[config.mk]
export PLATFORM = sky130hd
export DESIGN_NAME = prescaled_counter
export DESIGN_NICKNAME = d
export VERILOG_FILES = /design/src/rtl/prescaled_counter_pkg.sv /design/src/rtl/tick_gen.sv /design/src/rtl/prescaled_counter.sv
export SDC_FILE = /design/constraint.sdc
export NUM_CORES = 1
export LEC_CHECK = 0
export ABC_CLOCK_PERIOD_IN_PS = 1800
export BUFFER_PORTS_ARGS = -buffer_cell sky130_fd_sc_hd__buf_4
export CAP_MARGIN = 20
export CORE_MARGIN = 2
export CORE_UTILIZATION = 54
export DETAILED_ROUTE_END_ITERATION = 10
export PLACE_DENSITY_LB_ADDON = 0.15
export SLEW_MARGIN = 0
export SYNTH_ARGS = -nofsm -noshare
export SYNTH_HDL_FRONTEND = slang
export SYNTH_SLANG_ARGS = --single-unit
export TNS_END_PERCENT = 10
[constraint.sdc]
create_clock -name clk -period 1.8 [get_ports clk]
set_input_delay 0.09 -clock clk [delete_from_list [all_inputs] [get_ports clk]]
set_output_delay 0.09 -clock clk [all_outputs]
set_load 0.02 [all_outputs]
[src/rtl/prescaled_counter_pkg.sv]
// prescaled_counter_pkg
//   Shared definitions for the prescaled counter and its tick generator:
//   the count-direction encoding and a clog2 helper that never returns 0.
package prescaled_counter_pkg;

  // Encoding of the dir input.
  typedef enum logic {
    DIR_UP   = 1'b0,
    DIR_DOWN = 1'b1
  } dir_e;

  // Width of a counter that must hold the values 0 .. n-1.
  // The result is never below 1, so a divide-by-1 prescaler still has a
  // legal one-bit register.
  function automatic int clog2_min1(input int n);
    return (n <= 1) ? 1 : $clog2(n);
  endfunction

endpackage

[src/rtl/tick_gen.sv]
// tick_gen
//   Clock-enabled prescaler. The internal phase counter runs from 0 to
//   CYCLES_PER_TICK-1 on enabled edges and then wraps. The phase is held
//   while ce is low, so the period resumes where it stopped.
//
//   Ports
//     clk   in   system clock, rising edge
//     rst   in   asynchronous active-high reset (phase <- 0)
//     ce    in   count enable
//     clr   in   synchronous clear of the phase; overrides ce
//     tick  out  high during the cycle whose rising edge wraps the phase.
//                It is combinational from ce/clr; the parent registers it
//                together with the value step it triggers.
module tick_gen
  import prescaled_counter_pkg::*;
#(
  parameter int CYCLES_PER_TICK = 5
) (
  input  logic clk,
  input  logic rst,
  input  logic ce,
  input  logic clr,
  output logic tick
);

  localparam int CNT_W = clog2_min1(CYCLES_PER_TICK);
  localparam logic [CNT_W-1:0] LAST = CNT_W'(CYCLES_PER_TICK - 1);

  logic [CNT_W-1:0] prescale_cnt_d;
  logic [CNT_W-1:0] prescale_cnt_q;

  // NOTE: every signal driven in always_comb gets a default at the top of
  // the block; a path that leaves one unassigned would infer a latch.
  always_comb begin
    prescale_cnt_d = prescale_cnt_q;
    tick           = 1'b0;
    if (clr) begin
      prescale_cnt_d = '0;
    end else if (ce) begin
      if (prescale_cnt_q == LAST) begin
        // With a divide-by-1 prescaler LAST is 0, so this branch is taken
        // on every enabled edge and the phase never leaves 0.
        prescale_cnt_d = '0;
        tick           = 1'b1;
      end else begin
        prescale_cnt_d = prescale_cnt_q + CNT_W'(1);
      end
    end
  end

  // NOTE: state registers use non-blocking assignments so every flop
  // samples its pre-edge inputs, independent of block evaluation order.
  always_ff @(posedge clk or posedge rst) begin
    if (rst) begin
      prescale_cnt_q <= '0;
    end else begin
      prescale_cnt_q <= prescale_cnt_d;
    end
  end

endmodule

[src/rtl/prescaled_counter.sv]
// prescaled_counter
//   Divides clk down to TICK_HZ with tick_gen and steps a WIDTH-bit value
//   counter once per tick, up or down, wrapping or saturating at the
//   limits. A synchronous load overrides counting and restarts the
//   prescaler period. All outputs are registered.
//
//   Parameters
//     CLK_FREQ    input clock frequency in Hz
//     TICK_HZ     step rate in Hz; CYCLES_PER_TICK = CLK_FREQ / TICK_HZ
//     WIDTH       value counter width
//     SATURATE    0 = wrap at the limits, 1 = hold at the limits
//
//   Ports
//     clk         in   system clock, rising edge
//     rst         in   asynchronous active-high reset
//     ce          in   count enable for prescaler and value counter
//     dir         in   0 = up, 1 = down, sampled on stepping edges
//     load        in   synchronous parallel load, highest priority
//     load_value  in   value written on load
//     value       out  current count
//     tick        out  one-cycle strobe per prescaler rollover
//     tc          out  one-cycle strobe per overflow/underflow attempt
module prescaled_counter
  import prescaled_counter_pkg::*;
#(
  parameter int CLK_FREQ = 125_000_000,
  parameter int TICK_HZ  = 1,
  parameter int WIDTH    = 4,
  parameter bit SATURATE = 1'b0
) (
  input  logic             clk,
  input  logic             rst,
  input  logic             ce,
  input  logic             dir,
  input  logic             load,
  input  logic [WIDTH-1:0] load_value,
  output logic [WIDTH-1:0] value,
  output logic             tick,
  output logic             tc
);

  localparam int CYCLES_PER_TICK = CLK_FREQ / TICK_HZ;
  localparam logic [WIDTH-1:0] MAX_VALUE = '1;

  // A tick rate above the clock rate cannot be produced by a divider.
  if (CYCLES_PER_TICK < 1) begin : g_bad_cfg
    $fatal(1, "prescaled_counter: TICK_HZ exceeds CLK_FREQ");
  end

  logic             step;
  logic [WIDTH-1:0] value_d, value_q;
  logic             tick_d, tick_q;
  logic             tc_d, tc_q;

  // Loading clears the prescaler, so the first step after a load comes a
  // full period later.
  tick_gen #(
    .CYCLES_PER_TICK(CYCLES_PER_TICK)
  ) u_tick_gen (
    .clk (clk),
    .rst (rst),
    .ce  (ce),
    .clr (load),
    .tick(step)
  );

  always_comb begin
    value_d = value_q;
    tick_d  = 1'b0;
    tc_d    = 1'b0;
    if (load) begin
      value_d = load_value;
    end else if (step) begin
      // step is already gated by ce and load inside tick_gen.
      tick_d = 1'b1;
      if (dir_e'(dir) == DIR_UP) begin
        if (value_q == MAX_VALUE) begin
          tc_d = 1'b1;
          if (!SATURATE) value_d = '0;
        end else begin
          value_d = value_q + WIDTH'(1);
        end
      end else begin
        if (value_q == '0) begin
          tc_d = 1'b1;
          if (!SATURATE) value_d = MAX_VALUE;
        end else begin
          value_d = value_q - WIDTH'(1);
        end
      end
    end
  end

  always_ff @(posedge clk or posedge rst) begin
    if (rst) begin
      value_q <= '0;
      tick_q  <= 1'b0;
      tc_q    <= 1'b0;
    end else begin
      value_q <= value_d;
      tick_q  <= tick_d;
      tc_q    <= tc_d;
    end
  end

  assign value = value_q;
  assign tick  = tick_q;
  assign tc    = tc_q;

endmodule

=== Yosys cells after proc, flatten, opt, wreduce, memory -nomap -nowiden ===
Index checks and enable logic that the tools add are counted.

* Register bits: 33
* Bits of input ports: 9
* Output and inout port bits: 6
* Logic and storage cells: 30

* $add $sub $neg: 3
* Eq/ne operators: 2
* Multiplexer cells: 18
* Reductions and logical operators: 3

{| class="wikitable"
|+ Operator list
! kind !! number
|-
| 2-to-1 mux 27 bit || 3
|-
| adder 27 x 1 -> 27 bit, second input constant || 1
|-
| == test 27 bit, second input constant || 1
|-
| 2-to-1 mux 4 bit || 5
|-
| 2-to-1 mux 1 bit || 10
|-
| adder 4 x 1 -> 4 bit, second input constant || 1
|-
| == test 4 bit, second input constant || 1
|-
| zero test 4 bit || 1
|-
| nonzero test 2 bit || 2
|-
| subtractor 4 x 1 -> 4 bit, second input constant || 1
|}

=== Longest topological paths before layout ===
Gate-level depths: netlist of run 1.

* Depth after elaboration: 6
* Mapped depth: 7

=== By module ===
From an unflattened synthesis of run 1, not the netlist that was laid out.

* Cell total of the unflattened synthesis: 232
* Area, all modules: 2034.5 um2

{| class="wikitable"
|+ Modules (own cells, without submodules)
! module !! instances !! cells an instance !! area an instance (um2) !! sequential area each (um2)
|-
| tick_gen || 1 || 186 || 1642.8 || 675.6
|-
| prescaled_counter || 1 || 46 || 391.6 || 150.1
|}

=== Least setup slack after synthesis of run 1 ===
Ideal clock, no wire load.

* Kind: register to register
* From: register u_tick_gen.prescale_cnt_q[6]
* To: register value_q[0] (netlist: value[0])
* Library setup time: 0.125 ns
* Arrival: 1.736 ns
* Required time: 1.675 ns
* Setup slack: -0.061 ns
* Cell stages (with the launch flop): 6
* Buffers on the path: 0
* Clock period less this slack: 1.861 ns
* Cells stage by stage: dfrtp_1 > or4b_1 > nor3_2 > nand3_2 > mux2i_1 > mux2_2

* Word-level cells in the longest chain between the ends: 5

{| class="wikitable"
|+ Ends and longest elaborated chain
! element !! line !! source
|-
| start: declaration || tick_gen.sv:30 || <nowiki>logic [CNT_W-1:0] prescale_cnt_q;</nowiki>
|-
| start signal: assignment || tick_gen.sv:57 || <nowiki>prescale_cnt_q <= prescale_cnt_d;</nowiki>
|-
| == test 27 bit || tick_gen.sv:40 || <nowiki>if (prescale_cnt_q == LAST) begin</nowiki>
|-
| 2-to-1 mux 1 bit || tick_gen.sv:40 ||
|-
| 2-to-1 mux 1 bit || tick_gen.sv:39 || <nowiki>end else if (ce) begin</nowiki>
|-
| 2-to-1 mux 1 bit || tick_gen.sv:37 || <nowiki>if (clr) begin</nowiki>
|-
| nonzero test 2 bit (no line) || n/a ||
|-
| end signal: assignment || prescaled_counter.sv:100 || <nowiki>value_q <= value_d;</nowiki>
|-
| end: declaration || prescaled_counter.sv:51 || <nowiki>logic [WIDTH-1:0] value_d, value_q;</nowiki>
|}

No other way between the ends.
A chain may end at the register's enable or synchronous reset.

=== Worst setup path in the final report of run 1 ===
* From: register u_tick_gen.prescale_cnt_q[7]
* To: register value_q[0] (netlist: value[0])

Same word-level chain as after synthesis.

==> flow_summary.yaml, run 1 <==
synthesis:
  synth_sequential_area_ratio: 0.418
  synthMostInstantiatedCell: "sky130_fd_sc_hd__nor2_1"
  synth.ff_latch_count: 33
  synth_enable_flop_cells: 0
  yosys_most_used_dff: "sky130_fd_sc_hd__dfrtp_1"
  netlist.top_cell.by_area: "sky130_fd_sc_hd__dfrtp_1"
  synth.top_cells.by_count: "34 x sky130_fd_sc_hd__nor2_1, 33 x sky130_fd_sc_hd__dfrtp_1, 21 x sky130_fd_sc_hd__nand2_1, 15 x sky130_fd_sc_hd__xor2_1"
  synth-async-reset-ratio: 1.00
  netlist_top_cells_area: "sky130_fd_sc_hd__dfrtp_1 42%, sky130_fd_sc_hd__xor2_1 6.6%, sky130_fd_sc_hd__nor2_1 6.5%"
  syn_avg_cell_area_um2: 9.19
  yosys.area.top_type_share: 0.418
  synth.yosys.warnings: 0
  syn-cell-area_um2: 1980
  synth.distinct_cells: 47
  mappedNetlistNets: 227
  synth_cells: 215
timing:
  clock-skew-final_ps: 8.86
  timing_max_transition_violations_final: 0
  worst_pin_slew_ps: 457
  final_critical_path_setup_slack_ps: -19.8
  timing.fmax_mhz: 550
  slew_headroom: 0.692
  fin_crit_sh: 1.01
  period_minus_slack_ps: 1820
  setup-violations-final: 1
  timing_hold_violations_final: 0
  rsz0062_at_grt: "true"
critical_path:
  critPathMaxStageDelay_ps: 540
  critical_path.n_buffers_inverters: 0
  worst_setup_path_end_kind: "flop"
  worstPathCellList: "or4b_4, nor3_4, nand3_4, mux2i_1, mux2_4"
  critical_path_class: "flop to flop"
  r2r_cells: 5
  timing.critical_path.arrival_ps: 2050
  critPathLaunchType: "flop"
  critical_path.reg2reg.endpoint: "value[0]$_DFFE_PP0P_"
  crit_family: "simple AND/OR/NAND/NOR gates"
  slowest_stage: "sky130_fd_sc_hd__or4b_4"
  worstReg2RegStart: "u_tick_gen.prescale_cnt_q[7]$_DFFE_PP0P_"
  required_ps: 2030
  path_max_fanout: 5
  worst-r2r-setup-slack_ps: -20
global_route:
  globalRouteTotalUtil: 0.258
  grt-ovfl-total: 0
  grt_pass1_vias: 1841
  grt_start_max_net_pins: 34
  grt_antenna_before_repair: 0
  grt_first_pass_wirelength_um: 8220
clocking:
  clk_path_buf_depth: 2
  path_clk_slew_ps: 110
  cts_root_buf: "sky130_fd_sc_hd__clkbuf_4"
  cts_sinks: 33
  h_tree_depth: 2
  cts-buffers-inserted: 5
  worstSkewPairLatency_ps: 330
  tritoncts_clock_tree: "done"
pwr:
  switching_power_mw: 0.373
  power_density_nw_per_um2: 557
  p_int_mw: 1.06
  ir_worst_vdd_mv: 0.515
  pwr-share-seq: 0.535
  p_comb_frac: 0.133
  switching_part_of_the_total_power: 0.260
  clk_pwr_share: 0.332
  overall_power_of_the_completed_layout_mw: 1.43
  cellLeakagePower_nw: 1.17
worst_hold_path:
  hold_start: "load"
  worst_hold_path_type: "primary input to flop"
  timing.hold.worst_path_depth: 2
  hold_crit_endpoint: "u_tick_gen.prescale_cnt_q[1]$_DFFE_PP0P_"
drt:
  final_antenna_net_count: 0
  drc: 0
  wl_per_cell_um: 15.0
  num_vias: 1835
  drtPass1Iterations: 4
  postRouteWirelength_um: 4730
  drt_first_iter_violations: 186
  avgViaCountPerCell: 5.83
run:
  drv_cap: 0
layout:
  syn2layout_area_growth_pct: 30.2
  share_of_cells_above_drive_strength_1: 0.290
  n_antenna_cell: 0
  final_area_um2: 2570
  final_net_count: 280
  n_fill_cell: 239
outcome:
  run_status: "finished with violations"
  violations_in_the_final_reports: "negative setup slack"
die:
  die_x_um: 64.5
  initial_utilization: 0.578
  fp.dieArea_um2: 4160
  ios: 15
  standard_cell_row_count: 21
  die-height_um: 64.5
  core_um2: 3420
place:
  dpl_cell_area_um2: 2350
  detailed_place_hpwl_um: 3340
  routabilityCongestion: 0.906
  place.port_buffers: 14
==> what timing repair did <==
item	4_1_cts	5_1_grt
pin swaps	7	6
setup buffers	2	3
hold buffers	5	0
resized for setup	8	8
hold endpoints to repair	37	0
setup endpoints to repair	4	29
==> power by group through the flow <==
stage	Combinational [mW]	Clock, mW	Sequential, mW
finish	0.191	0.476	0.767
global route	0.209	0.522	0.770
CTS	0.188	0.493	0.767
detailed placement	0.175	0	0.781
global placement	0.167	0	0.780
floorplan	0.0937	0	0.791
==> per-layer routing <==
| layer | track usage | wire length, µm |
|---|---|---|
| met1 | 0.302 | 1970 |
| met2 | 0.454 | 2420 |
| met3 | 0.0625 | 216 |
| met4 | 0.104 | 124 |
| met5 | 0 | 0 |
==> cells by family after synthesis <==
group,count (synthesis),share of synthesized area
compound gates,27,0.0918
fa+ha+maj,3,0.0190
flops,33,0.418
buf+inv,13,0.0266
simple gates,114,0.330
mux,5,0.0260
xor+xnor,20,0.0887
==> layout by cell type (no fill, tap or decap), types with 3 or more instances in the layout <==
cell type / n
sky130_fd_sc_hd__xnor2_1: 5
sky130_fd_sc_hd__clkbuf_4: 5
sky130_fd_sc_hd__and3_1: 4
sky130_fd_sc_hd__a21oi_1: 10
sky130_fd_sc_hd__dfrtp_1: 31
sky130_fd_sc_hd__mux2i_1: 4
sky130_fd_sc_hd__nor3_1: 6
sky130_fd_sc_hd__o21ai_0: 3
sky130_fd_sc_hd__nand4_1: 10
sky130_fd_sc_hd__nor2_1: 34
sky130_fd_sc_hd__nand3_1: 10
sky130_fd_sc_hd__xor2_1: 15
sky130_fd_sc_hd__buf_4: 45
sky130_fd_sc_hd__dlygate4sd3_1: 5
sky130_fd_sc_hd__nand2_1: 21
sky130_fd_sc_hd__inv_1: 6
==> stage by stage <==
step	hold slack, ps	worst slack (ps)	instances	utilization	TNS (ps)
detailed placement	220	-46.7	298	0.689	-115
floorplan	209	-52.3	215	-	-374
finish	84.4	-19.8	315	0.753	-19.8
global placement	201	1.09	298	0.689	0
global route	88.1	-83.4	315	0.753	-856
CTS	60.3	-36.9	313	0.740	-74.0
==> cell type report <==
class	count	area, µm²	share of cell area
timing repair buffer	53	430	0.167
sequential	33	828	0.322
clock inverter	1	5.00	0.00195
inverter	6	22.5	0.00875
clock buffer	7	65.1	0.0253
tap	46	57.6	0.0224
multi-input combinational	169	1160	0.452
==> flip-flops by register name, indices dropped and copies added (netlist names) <==
register and count:
tc 1, u_tick_gen.prescale_cnt_q 27, value 4, tick 1
==> worst max-delay path by stage <==
| stage | slack, ps | start | depth (start not counted) | endpoint |
|---|---|---|---|---|
| after global routing | -80 | u_tick_gen.prescale_cnt_q[7]$_DFFE_PP0P_ | 6 | value[2]$_DFFE_PP0P_ |
| after CTS | -40 | u_tick_gen.prescale_cnt_q[0]$_DFFE_PP0P_ | 6 | u_tick_gen.prescale_cnt_q[25]$_DFFE_PP0P_ |
| after detailed placement | -50 | u_tick_gen.prescale_cnt_q[0]$_DFFE_PP0P_ | 6 | u_tick_gen.prescale_cnt_q[25]$_DFFE_PP0P_ |
| after floorplan | -50 | u_tick_gen.prescale_cnt_q[6]$_DFFE_PP0P_ | 5 | value[0]$_DFFE_PP0P_ |
| final | -20 | u_tick_gen.prescale_cnt_q[7]$_DFFE_PP0P_ | 5 | value[0]$_DFFE_PP0P_ |
| after global placement | 1 | u_tick_gen.prescale_cnt_q[7]$_DFFE_PP0P_ | 5 | value[0]$_DFFE_PP0P_ |
==> worst register-to-register path, stage by stage (launching register included) <==
cell                      delay [ps]
sky130_fd_sc_hd__dfrtp_2         460
sky130_fd_sc_hd__or4b_4          540
sky130_fd_sc_hd__nor3_4          180
sky130_fd_sc_hd__nand3_4         130
sky130_fd_sc_hd__mux2i_1         150
sky130_fd_sc_hd__mux2_4          250
Power figures use the tool's default switching activity.
==> run 2, diff against run 1 <==
--- a/config.mk
+++ b/config.mk
@@ -6,11 +6,11 @@
 export NUM_CORES = 1
 export LEC_CHECK = 0
 export ABC_CLOCK_PERIOD_IN_PS = 1800
-export BUFFER_PORTS_ARGS = -buffer_cell sky130_fd_sc_hd__buf_4
 export CAP_MARGIN = 20
 export CORE_MARGIN = 2
-export CORE_UTILIZATION = 54
+export CORE_UTILIZATION = 57
 export DETAILED_ROUTE_END_ITERATION = 10
+export DONT_BUFFER_PORTS = 1
 export PLACE_DENSITY_LB_ADDON = 0.15
 export SLEW_MARGIN = 0
 export SYNTH_ARGS = -nofsm -noshare
==> flow_summary.yaml, run 2 (synthesis gave the netlist of run 1 again) <==
place:
  detailed_place_hpwl_um: 3340
  place.port_buffers: 0
  post-place-ws_ps: -73.8
  routabilityCongestion: 0.847
  dpl_cell_area_um2: 2260
layout:
  syn2layout_area_growth_pct: 23.2
  register_bank_with_the_most_flops: "u_tick_gen.prescale_cnt_q"
  share_of_cells_above_drive_strength_1: 0.248
  most_used_cells_in_the_layout_excluding_fill_and_tap_cells: "33 x sky130_fd_sc_hd__nor2_1, 33 x sky130_fd_sc_hd__dfrtp_1, 32 x sky130_fd_sc_hd__buf_4"
  final_net_count: 266
  largest_register_ff_count: 27
  final_area_um2: 2430
  n_antenna_cell: 0
  n_fill_cell: 256
clocking:
  worstSkewPairLatency_ps: 350
  h_tree_depth: 2
  path_clk_slew_ps: 110
  clk_path_buf_depth: 2
  tritoncts_clock_tree: "done"
  cts_root_buf: "sky130_fd_sc_hd__clkbuf_4"
  cts_sinks: 33
  post_cts_hold_buffer_count: 3
  cts-buffers-inserted: 5
die:
  standard_cell_row_count: 21
  initial_utilization: 0.592
  fp.dieArea_um2: 3950
  die_x_um: 62.9
  ios: 15
  die-height_um: 62.9
  core_um2: 3340
pwr:
  switching_part_of_the_total_power: 0.268
  p_int_mw: 0.995
  cellLeakagePower_nw: 1.10
  pwr-share-seq: 0.563
  clk_pwr_share: 0.327
  p_comb_frac: 0.110
  switching_power_mw: 0.365
  power_density_nw_per_um2: 559
  ir_worst_vdd_mv: 0.427
timing:
  hold_slack_ps: -210
  period_minus_slack_ps: 1870
  timing.fmax_mhz: 535
  clock-skew-final_ps: 15.0
  slew_headroom: 0.684
  timing_max_transition_violations_final: 0
  rsz0062_at_grt: "true"
  fin_crit_sh: 1.04
  worst_pin_slew_ps: 473
  setup-violations-final: 8
  final_critical_path_setup_slack_ps: -70.1
  timing_hold_violations_final: 13
global_route:
  grt_start_max_net_pins: 34
  grt_first_pass_wirelength_um: 8490
  globalRouteTotalUtil: 0.277
  grt_pass1_vias: 1851
  grt_antenna_before_repair: 0
  grt-ovfl-total: 0
critical_path:
  timing.critical_path.arrival_ps: 2110
  critical_path_class: "flop to flop"
  required_ps: 2040
  critPathLaunchType: "flop"
  worst_setup_path_end_kind: "flop"
  path_max_fanout: 8
drt:
  drtPass1Iterations: 4
  final_antenna_net_count: 0
  postRouteWirelength_um: 5050
  wl_met1_um: 2060
  drt_first_iter_violations: 111
  amount_of_wire_on_met3_after_detailed_routing_um: 312
  wl_per_cell_um: 16.8
  drc: 0
  detailroute.wirelength.met2_um: 2490
  num_vias: 1849
  avgViaCountPerCell: 6.16
  highest_layer: "met4"
outcome:
  violations_in_the_final_reports: "negative hold slack, negative setup slack"
  run_status: "finished with violations"
worst_hold_path:
  worst_hold_path_type: "primary input to flop"
run:
  drv_cap: 0
run 2: cell count changes in the layout (fill, tap and decap cells not counted), sizes merged:
cell / previous run / this run
clkinv: 1 / 0
clkinvlp: 0 / 1
buf: 48 / 36
dlygate4sd3: 5 / 3
clkbuf: 7 / 6
run 2: worst max-delay path, stage by stage, from the launching register on:
cell	delay, ps
sky130_fd_sc_hd__dfrtp_1	410
sky130_fd_sc_hd__buf_6	120
sky130_fd_sc_hd__nand4_1	170
sky130_fd_sc_hd__buf_4	190
sky130_fd_sc_hd__buf_4	140
sky130_fd_sc_hd__nor4_4	210
sky130_fd_sc_hd__buf_6	180
sky130_fd_sc_hd__nand4_1	110
sky130_fd_sc_hd__xor2_1	170
sky130_fd_sc_hd__nor2_1	60
run 2: final timing paths:
kind	start	endpoint	slack, ps	depth (start not counted)
worst max-delay path	u_tick_gen.prescale_cnt_q[6]$_DFFE_PP0P_	u_tick_gen.prescale_cnt_q[22]$_DFFE_PP0P_	-70	9
worst min-delay path	load	u_tick_gen.prescale_cnt_q[1]$_DFFE_PP0P_	-210	1
worst max register to register	u_tick_gen.prescale_cnt_q[6]$_DFFE_PP0P_	u_tick_gen.prescale_cnt_q[22]$_DFFE_PP0P_	-70	9
worst min register to register	u_tick_gen.prescale_cnt_q[17]$_DFFE_PP0P_	u_tick_gen.prescale_cnt_q[17]$_DFFE_PP0P_	590	2
max in group asynchronous	rst	value[0]$_DFFE_PP0P_	1230	3
min in group asynchronous	rst	u_tick_gen.prescale_cnt_q[25]$_DFFE_PP0P_	270	3
run 2: power groups by stage:
stage / logic [mW] / clock network, mW / registers (mW)
3_3_place_gp: 0.136 / 0 / 0.779
4_1_cts: 0.149 / 0.446 / 0.766
6_report: 0.150 / 0.445 / 0.766
3_5_place_dp: 0.139 / 0 / 0.780
2_1_floorplan: 0.0937 / 0 / 0.791
5_1_grt: 0.166 / 0.476 / 0.768
run 2: through the flow:
stage	power, mW	setup TNS (ps)	hold WS, ps	util	cells
2_1_floorplan	0.885	-374	209	-	215
3_3_place_gp	0.914	0	89.9	0.678	286
3_5_place_dp	0.919	-122	90.0	0.678	286
4_1_cts	1.36	-33.5	-209	0.723	300
5_1_grt	1.41	-1100	-220	0.730	300
6_report	1.36	-304	-210	0.730	300
run 2: area by class of cell:
type,count,area (µm²),area share
inverter,6,22.5,0.00925
timing repair buffer,39,324,0.133
clock inverter,1,7.51,0.00308
tap,46,57.6,0.0236
sequential,33,826,0.339
multi-input combinational,169,1150,0.471
clock buffer,6,51.3,0.0211
run 2: metal layers:
metal	vias to the layer above	track usage
li1	844	-
met1	894	0.333
met2	85	0.472
met3	26	0.0631
met4	0	0.122
met5	-	0
run 2: what timing repair did:
action	CTS	global route
resized for setup	7	6
endpoints found under the hold margin	48	13
setup buffers	5	0
cloned	0	0
setup endpoints to repair	5	27
pin swaps	7	1
